--- config.mk ---
export PLATFORM = sky130hd
export DESIGN_NAME = ex_mem_stage
export DESIGN_NICKNAME = d
export VERILOG_FILES = /design/src/rtl/ex_pkg.sv /design/src/rtl/skid_buffer.sv /design/src/rtl/ex_mem_stage.sv
export SDC_FILE = /design/constraint.sdc
export NUM_CORES = 1
export LEC_CHECK = 0
export ABC_CLOCK_PERIOD_IN_PS = 5550
export CORE_ASPECT_RATIO = 1.4
export CORE_UTILIZATION = 29
export CTS_BUF_LIST = sky130_fd_sc_hd__clkbuf_4 sky130_fd_sc_hd__clkbuf_8
export DETAILED_ROUTE_END_ITERATION = 6
export PLACE_DENSITY_LB_ADDON = 0.1
export SLEW_MARGIN = 10
export SYNTH_ARGS = -nofsm -noshare
export SYNTH_HDL_FRONTEND = slang
export SYNTH_SLANG_ARGS = --single-unit
--- constraint.sdc ---
create_clock -name clk -period 5.55 [get_ports clk]
set_clock_uncertainty 0.15 [all_clocks]
set_input_delay 1.11 -clock clk [delete_from_list [all_inputs] [get_ports clk]]
set_output_delay 1.11 -clock clk [all_outputs]
set_load 0.03 [all_outputs]
--- src/rtl/ex_pkg.sv ---
// Shared definitions for the execute-to-memory stage: branch-type encoding,
// default widths, the MEM-bound payload struct and the branch-resolution helper.
package ex_pkg;

    localparam int XLEN_DEF = 32;
    localparam int RA_W_DEF = 5;

    localparam logic [2:0] BR_NONE = 3'd0;
    localparam logic [2:0] BR_BEQ  = 3'd1;
    localparam logic [2:0] BR_BNE  = 3'd2;
    localparam logic [2:0] BR_BLT  = 3'd3;
    localparam logic [2:0] BR_BGE  = 3'd4;
    localparam logic [2:0] BR_JAL  = 3'd5;
    localparam logic [2:0] BR_JALR = 3'd6;

    typedef struct packed {
        logic [XLEN_DEF-1:0] result;
        logic [XLEN_DEF-1:0] rs2_data;
        logic [RA_W_DEF-1:0] rd;
        logic                reg_we;
        logic                mem_re;
        logic                mem_we;
    } ex_mem_t;

    // Only the flag belonging to the compare opcode is consulted; the others are garbage.
    function automatic logic br_taken(input logic [2:0] br_type, input logic f_eq,
                                      input logic f_ne, input logic f_lt, input logic f_ge);
        logic t;
        case (br_type)
            BR_BEQ:  t = f_eq;
            BR_BNE:  t = f_ne;
            BR_BLT:  t = f_lt;
            BR_BGE:  t = f_ge;
            BR_JAL:  t = 1'b1;
            BR_JALR: t = 1'b1;
            default: t = 1'b0;
        endcase
        return t;
    endfunction

    function automatic logic is_branch(input logic [2:0] br_type);
        return (br_type != BR_NONE) && (br_type != 3'd7);
    endfunction

endpackage

--- src/rtl/skid_buffer.sv ---
// Generic 2-entry valid/ready register: a main stage driving the outputs plus one
// skid entry, so in_ready comes straight from a flop.
module skid_buffer #(
    parameter int W = 8
) (
    input  logic         clk,
    input  logic         rst_n,
    input  logic         flush,
    input  logic         in_valid,
    output logic         in_ready,
    input  logic [W-1:0] in_data,
    output logic         out_valid,
    input  logic         out_ready,
    output logic [W-1:0] out_data
);

    logic         r_main_valid;
    logic [W-1:0] r_main_data;
    logic         r_skid_valid;
    logic [W-1:0] r_skid_data;
    logic         w_accept;
    logic         w_drain;

    assign w_accept  = in_valid && !r_skid_valid;
    assign w_drain   = r_main_valid && out_ready;
    assign in_ready  = !r_skid_valid;
    assign out_valid = r_main_valid;
    assign out_data  = r_main_data;

    // Main/skid occupancy and data; flush drops valids but leaves data untouched.
    always_ff @(posedge clk) begin
        if (!rst_n) begin
            r_main_valid <= 1'b0;
            r_main_data  <= '0;
            r_skid_valid <= 1'b0;
            r_skid_data  <= '0;
        end else if (flush) begin
            r_main_valid <= 1'b0;
            r_skid_valid <= 1'b0;
        end else if (w_drain) begin
            if (r_skid_valid) begin
                r_main_data  <= r_skid_data;
                r_main_valid <= 1'b1;
                r_skid_valid <= 1'b0;
            end else if (w_accept) begin
                r_main_data  <= in_data;
                r_main_valid <= 1'b1;
            end else begin
                r_main_valid <= 1'b0;
            end
        end else if (w_accept) begin
            if (!r_main_valid) begin
                r_main_data  <= in_data;
                r_main_valid <= 1'b1;
            end else begin
                r_skid_data  <= in_data;
                r_skid_valid <= 1'b1;
            end
        end else begin
            r_main_valid <= r_main_valid;
        end
    end

endmodule

--- src/rtl/ex_mem_stage.sv ---
// EX/MEM pipeline stage with branch/jump resolution and a one-cycle fetch redirect.
// Optional branch statistics counters are enabled by defining EX_MEM_BRANCH_STATS_EN.
module ex_mem_stage
    import ex_pkg::*;
#(
    parameter int XLEN  = XLEN_DEF,
    parameter int RA_W  = RA_W_DEF,
    parameter int CNT_W = 32
) (
    input  logic            clk,
    input  logic            rst_n,
    input  logic            in_valid,
    output logic            in_ready,
    input  logic [XLEN-1:0] alu_result,
    input  logic            beq_,
    input  logic            bne_,
    input  logic            blt_,
    input  logic            bge_,
    input  logic [2:0]      br_type,
    input  logic [XLEN-1:0] pc,
    input  logic [XLEN-1:0] imm,
    input  logic [XLEN-1:0] rs2_data,
    input  logic [RA_W-1:0] rd,
    input  logic            reg_we,
    input  logic            mem_re,
    input  logic            mem_we,
    input  logic            flush,
    output logic            out_valid,
    input  logic            out_ready,
    output logic [XLEN-1:0] out_result,
    output logic [XLEN-1:0] out_rs2_data,
    output logic [RA_W-1:0] out_rd,
    output logic            out_reg_we,
    output logic            out_mem_re,
    output logic            out_mem_we,
`ifdef EX_MEM_BRANCH_STATS_EN
    output logic [CNT_W-1:0] br_count,
    output logic [CNT_W-1:0] br_taken_count,
`endif
    output logic            redirect_valid,
    output logic [XLEN-1:0] redirect_pc
);

    logic            w_in_ready;
    logic            w_accept;
    logic            w_taken;
    logic            w_is_jump;
    logic [XLEN-1:0] w_target;
    ex_mem_t         w_in_payload;
    ex_mem_t         w_out_payload;
    logic            r_redirect_valid;
    logic [XLEN-1:0] r_redirect_pc;

    assign w_accept  = in_valid && w_in_ready;
    assign w_taken   = br_taken(br_type, beq_, bne_, blt_, bge_);
    assign w_is_jump = (br_type == BR_JAL) || (br_type == BR_JALR);
    assign w_target  = (br_type == BR_JALR) ? {alu_result[XLEN-1:1], 1'b0} : (pc + imm);

    assign w_in_payload.result   = w_is_jump ? (pc + XLEN'(32'd4)) : alu_result;
    assign w_in_payload.rs2_data = rs2_data;
    assign w_in_payload.rd       = rd;
    assign w_in_payload.reg_we   = reg_we;
    assign w_in_payload.mem_re   = mem_re;
    assign w_in_payload.mem_we   = mem_we;

    skid_buffer #(.W($bits(ex_mem_t))) u_skid (
        .clk       (clk),
        .rst_n     (rst_n),
        .flush     (flush),
        .in_valid  (in_valid),
        .in_ready  (w_in_ready),
        .in_data   (w_in_payload),
        .out_valid (out_valid),
        .out_ready (out_ready),
        .out_data  (w_out_payload)
    );

    assign in_ready     = w_in_ready;
    assign out_result   = w_out_payload.result;
    assign out_rs2_data = w_out_payload.rs2_data;
    assign out_rd       = w_out_payload.rd;
    assign out_reg_we   = w_out_payload.reg_we;
    assign out_mem_re   = w_out_payload.mem_re;
    assign out_mem_we   = w_out_payload.mem_we;

    // Redirect is a single-cycle pulse launched by the accept of a taken instruction.
    always_ff @(posedge clk) begin
        if (!rst_n) begin
            r_redirect_valid <= 1'b0;
            r_redirect_pc    <= '0;
        end else if (flush) begin
            r_redirect_valid <= 1'b0;
        end else if (w_accept && w_taken) begin
            r_redirect_valid <= 1'b1;
            r_redirect_pc    <= w_target;
        end else begin
            r_redirect_valid <= 1'b0;
        end
    end

    assign redirect_valid = r_redirect_valid;
    assign redirect_pc    = r_redirect_pc;

`ifdef EX_MEM_BRANCH_STATS_EN
    logic [CNT_W-1:0] r_br_count;
    logic [CNT_W-1:0] r_br_taken_count;

    // Saturating counters over accepted, non-flushed branch/jump instructions.
    always_ff @(posedge clk) begin
        if (!rst_n) begin
            r_br_count       <= '0;
            r_br_taken_count <= '0;
        end else if (w_accept && !flush && is_branch(br_type)) begin
            if (r_br_count != '1) begin
                r_br_count <= r_br_count + CNT_W'(1'b1);
            end else begin
                r_br_count <= r_br_count;
            end
            if (w_taken && (r_br_taken_count != '1)) begin
                r_br_taken_count <= r_br_taken_count + CNT_W'(1'b1);
            end else begin
                r_br_taken_count <= r_br_taken_count;
            end
        end else begin
            r_br_count       <= r_br_count;
            r_br_taken_count <= r_br_taken_count;
        end
    end

    assign br_count       = r_br_count;
    assign br_taken_count = r_br_taken_count;
`endif

endmodule

==> impl_metrics.prom <==
# TYPE chip_impl_metric gauge
chip_impl_metric{name="fp.dieArea",unit="um2"} 34900
chip_impl_metric{name="slew_viol_final",unit=""} 0
chip_impl_metric{name="clk_pin_slew_worst_setup_hold_paths",unit="ps"} 110
chip_impl_metric{name="dpl-instance-area",unit="um2"} 12800
chip_impl_metric{name="grt_pass1_wl",unit="um"} 54700
chip_impl_info{name="path_class",value="input port to flip-flop"} 1
chip_impl_metric{name="drive_gt1_share",unit="%"} 5.24
chip_impl_metric{name="globalplace.congestion",unit=""} 0.903
chip_impl_metric{name="nets",unit=""} 1695
chip_impl_metric{name="vdd.ir_drop.worst",unit="uV"} 117
chip_impl_info{name="cts_tree",value="built"} 1
chip_impl_metric{name="place_hpwl",unit="um"} 26500
chip_impl_metric{name="num_rows",unit=""} 79
chip_impl_metric{name="pwr-share-comb",unit="%"} 25.9
chip_impl_metric{name="power.sequential.fraction",unit="%"} 42.7
chip_impl_metric{name="ys_seq_area_share",unit="%"} 36.2
chip_impl_metric{name="switching_power",unit="mW"} 1.05
chip_impl_info{name="critPathLaunchType",value="input port"} 1
chip_impl_info{name="type_of_the_tightest_min_delay_check",value="flip-flop to flip-flop"} 1
chip_impl_metric{name="layout_min_cycle_time",unit="ps"} 3920
chip_impl_metric{name="design_power",unit="mW"} 3.22
chip_impl_info{name="mostFrequentLayoutCell",value="sky130_fd_sc_hd__nand2_1"} 1
chip_impl_metric{name="drc",unit=""} 0
chip_impl_metric{name="route.detailed.vias_per_inst",unit=""} 5.13
chip_impl_metric{name="placement.io_buffers",unit=""} 254
chip_impl_info{name="synth-main-ff-cell",value="sky130_fd_sc_hd__dfxtp_1"} 1
chip_impl_metric{name="stdcell_area",unit="um2"} 13200
chip_impl_metric{name="ios",unit=""} 255
chip_impl_metric{name="timing_worst_slew_pin_value",unit="ps"} 907
chip_impl_metric{name="floorplan.core_area",unit="um2"} 33400
chip_impl_metric{name="cts.hold.buffers_added",unit=""} 0
chip_impl_metric{name="grt_max_degree",unit=""} 69
chip_impl_metric{name="drt_first_pass_iters",unit=""} 5
chip_impl_metric{name="clk_sinks",unit=""} 179
chip_impl_metric{name="setup_tns",unit="ps"} 0
chip_impl_metric{name="mappedNetlistArea",unit="um2"} 9900
chip_impl_metric{name="warning_count_from_the_yosys_run",unit=""} 0
chip_impl_info{name="top_signal_layer_used",value="met4"} 1
chip_impl_metric{name="ff2ff_path_depth",unit=""} 9
chip_impl_metric{name="swShare",unit="%"} 32.8
chip_impl_metric{name="post_synth_inst_count",unit=""} 1321
chip_impl_metric{name="power_leakage",unit="nW"} 4.76
chip_impl_metric{name="antenna_left",unit=""} 0
chip_impl_metric{name="track_usage",unit="%"} 20.7
chip_impl_metric{name="timing.critical_path.required",unit="ps"} 5740
chip_impl_metric{name="post_cts.resized_instances",unit=""} 0
chip_impl_metric{name="area_delta_synth_final",unit="%"} 33.5
chip_impl_metric{name="floorplan.die.height",unit="um"} 221
chip_impl_metric{name="dieWidth",unit="um"} 158
chip_impl_metric{name="globalRouteOverflowTotal",unit=""} 0
chip_impl_metric{name="power_frac_clock",unit="%"} 31.4
chip_impl_metric{name="cts_setup_buffers",unit=""} 0
chip_impl_info{name="cts_root_buffer",value="sky130_fd_sc_hd__clkbuf_8"} 1
chip_impl_metric{name="route.vias.total",unit=""} 10100
chip_impl_metric{name="starting_density",unit="%"} 29.6
chip_impl_metric{name="finalSetupViolCount",unit=""} 0
chip_impl_metric{name="maxClockFrequency",unit="MHz"} 255
chip_impl_metric{name="worst-endpoint-arrival",unit="ps"} 4120
chip_impl_metric{name="synthesis.nets",unit=""} 1502
chip_impl_metric{name="cts.htree.levels",unit=""} 4
chip_impl_metric{name="timing.max_cap.violations",unit=""} 0
chip_impl_metric{name="routed-wl-met3",unit="um"} 1510
chip_impl_metric{name="worst_skew_late_latency",unit="ps"} 480
chip_impl_metric{name="preCtsSetupSlack",unit="ps"} 1140
chip_impl_metric{name="slew-limit-headroom",unit="%"} 39.4
chip_impl_metric{name="post_synth.cell_area_avg",unit="um2"} 7.50
chip_impl_metric{name="yosys.cell_types.count",unit=""} 70
chip_impl_metric{name="ys_seq_elements",unit=""} 179
chip_impl_metric{name="antenna_found_initial",unit=""} 1
chip_impl_metric{name="power-per-cell-area",unit="nW/um2"} 243
chip_impl_metric{name="synth_edf_count",unit=""} 0
chip_impl_metric{name="post-route-period-util",unit="%"} 70.7
chip_impl_info{name="layout.cells.most_common_list",value="sky130_fd_sc_hd__nand2_1 (288), sky130_fd_sc_hd__clkdlybuf4s50_1 (253), sky130_fd_sc_hd__dfxtp_1 (179)"} 1
chip_impl_metric{name="timing_hold_violations_final",unit=""} 0
chip_impl_metric{name="finalWorstSetupSlack",unit="ps"} 1630
chip_impl_metric{name="drtIter0Drc",unit=""} 594
chip_impl_metric{name="cts_made_buffers",unit=""} 17
chip_impl_info{name="category_of_the_worst_setup_path_capture_point",value="flip-flop"} 1
chip_impl_metric{name="dpl.cell_count",unit=""} 1940
chip_impl_metric{name="met1Wirelength",unit="um"} 15800
chip_impl_metric{name="finalNonFillerCells",unit=""} 1973
chip_impl_metric{name="number_of_global_route_vias_before_repair",unit=""} 9544
chip_impl_metric{name="max-clock-path-buffers",unit=""} 2
chip_impl_metric{name="async_reset_ff_share",unit="%"} 0
chip_impl_metric{name="met2WireLength",unit="um"} 17900
chip_impl_metric{name="worst_hold_path.num_cells",unit=""} 2
chip_impl_info{name="rsz_0062_raised_after_global_routing",value="no"} 1
chip_impl_metric{name="postRouteWirelength",unit="um"} 36100
chip_impl_metric{name="crit_fanout",unit=""} 7
chip_impl_metric{name="routedWlPerCell",unit="um"} 18.3
chip_impl_metric{name="p_int",unit="mW"} 2.16
chip_impl_info{name="run_status",value="finished, final reports clean"} 1
state kept, by name, summed over array words and instances, names as in the netlist:
name,cells
u_skid.out_data,72
u_skid.r_skid_data,72
redirect_pc,32
redirect_valid,1
u_skid.out_valid,1
u_skid.r_skid_valid,1
kinds of logic after synthesis:
logic type | count (synthesis) | share of synthesized area, %
adders and majority gates | 33 | 4.25
buffers and inverters | 113 | 4.37
and+or+nand+nor | 517 | 22.6
xor gates and xnor gates | 46 | 4.07
muxes | 7 | 0.708
AOI/OAI and AO/OA | 426 | 27.8
DFF | 179 | 36.2
final cells by class:
cell class,count,area (um2)
clock buffers,18,248
fillers,3547,20200
multi-input cells,1029,5910
inverters,13,51.3
clock inverters,14,186
well taps,445,557
flip-flops and latches,179,3580
repair buffers,274,2690
diodes,1,2.50
synth_stat cells (4+ instances only):
| cell | instances | area [um2] |
|---|---|---|
| sky130_fd_sc_hd__nand2_1 | 289 | 1080 |
| sky130_fd_sc_hd__and4_1 | 4 | 35.0 |
| sky130_fd_sc_hd__nor3_1 | 15 | 75.1 |
| sky130_fd_sc_hd__clkbuf_1 | 80 | 300 |
| sky130_fd_sc_hd__or3_1 | 7 | 43.8 |
| sky130_fd_sc_hd__nand4_1 | 15 | 93.8 |
| sky130_fd_sc_hd__inv_1 | 12 | 45.0 |
| sky130_fd_sc_hd__o21ai_1 | 5 | 25.0 |
| sky130_fd_sc_hd__mux2i_1 | 7 | 70.1 |
| sky130_fd_sc_hd__and3_1 | 16 | 100 |
| sky130_fd_sc_hd__a211oi_1 | 18 | 135 |
| sky130_fd_sc_hd__a211o_1 | 7 | 61.3 |
| sky130_fd_sc_hd__o21bai_1 | 5 | 37.5 |
| sky130_fd_sc_hd__nand3_1 | 38 | 190 |
| sky130_fd_sc_hd__a21o_1 | 20 | 150 |
| sky130_fd_sc_hd__o211ai_1 | 16 | 120 |
| sky130_fd_sc_hd__xor2_1 | 18 | 158 |
| sky130_fd_sc_hd__a311oi_1 | 53 | 464 |
| sky130_fd_sc_hd__a31oi_1 | 10 | 62.6 |
| sky130_fd_sc_hd__buf_1 | 15 | 56.3 |
| sky130_fd_sc_hd__and2_1 | 6 | 37.5 |
| sky130_fd_sc_hd__a21oi_1 | 169 | 846 |
| sky130_fd_sc_hd__dfxtp_1 | 179 | 3580 |
| sky130_fd_sc_hd__o21ai_0 | 74 | 370 |
| sky130_fd_sc_hd__xnor2_1 | 28 | 245 |
| sky130_fd_sc_hd__o21a_1 | 9 | 67.6 |
| sky130_fd_sc_hd__buf_2 | 4 | 20.0 |
| sky130_fd_sc_hd__ha_1 | 32 | 400 |
| sky130_fd_sc_hd__nor2_1 | 107 | 402 |
layer usage:
metal,vias up,track usage (%)
li1,5110,-
met1,4695,25.8
met2,272,35.8
met3,44,2.98
met4,0,7.63
met5,-,0
worst paths after layout:
check | start | endpoint | slack [ps]
worst min register to register | redirect_pc[0]$_SDFFE_PN0P_ | redirect_pc[0]$_SDFFE_PN0P_ | 310
worst max-delay path | pc[0] | redirect_pc[26]$_SDFFE_PN0P_ | 1630
worst min-delay path | redirect_pc[0]$_SDFFE_PN0P_ | redirect_pc[0]$_SDFFE_PN0P_ | 310
worst max register to register | u_skid.r_skid_valid$_SDFFE_PP0P_ | redirect_pc[30]$_SDFFE_PN0P_ | 2830
per-stage QoR:
| stage | util, % | hold slack [ps] |
|---|---|---|
| final | 39.6 | 307 |
| after CTS | 39.6 | 308 |
| after global routing | 39.6 | 324 |
| after detailed placement | 38.3 | 292 |
| after global placement | 38.3 | 289 |
| after floorplan | - | 287 |
worst max-delay path, cell delays in order:
cell and delay [ps]:
sky130_fd_sc_hd__clkdlybuf4s50_1 420, sky130_fd_sc_hd__ha_1 240, sky130_fd_sc_hd__fa_1 430, sky130_fd_sc_hd__a21o_1 230
sky130_fd_sc_hd__a311oi_1 380, sky130_fd_sc_hd__o22ai_2 230, sky130_fd_sc_hd__a22oi_1 390, sky130_fd_sc_hd__a21oi_1 180
sky130_fd_sc_hd__a2111oi_0 380, sky130_fd_sc_hd__nor4_1 120
power by group through the flow:
| stage | Clock [mW] | Sequential (mW) | Combinational [mW] |
|---|---|---|---|
| floorplan | 0 | 1.50 | 0.369 |
| global placement | 0 | 1.40 | 0.836 |
| detailed placement | 0 | 1.40 | 0.836 |
| CTS | 1.05 | 1.37 | 0.839 |
| global route | 1.10 | 1.38 | 0.907 |
| finish | 1.01 | 1.37 | 0.834 |
Power figures use the tool's default switching activity.
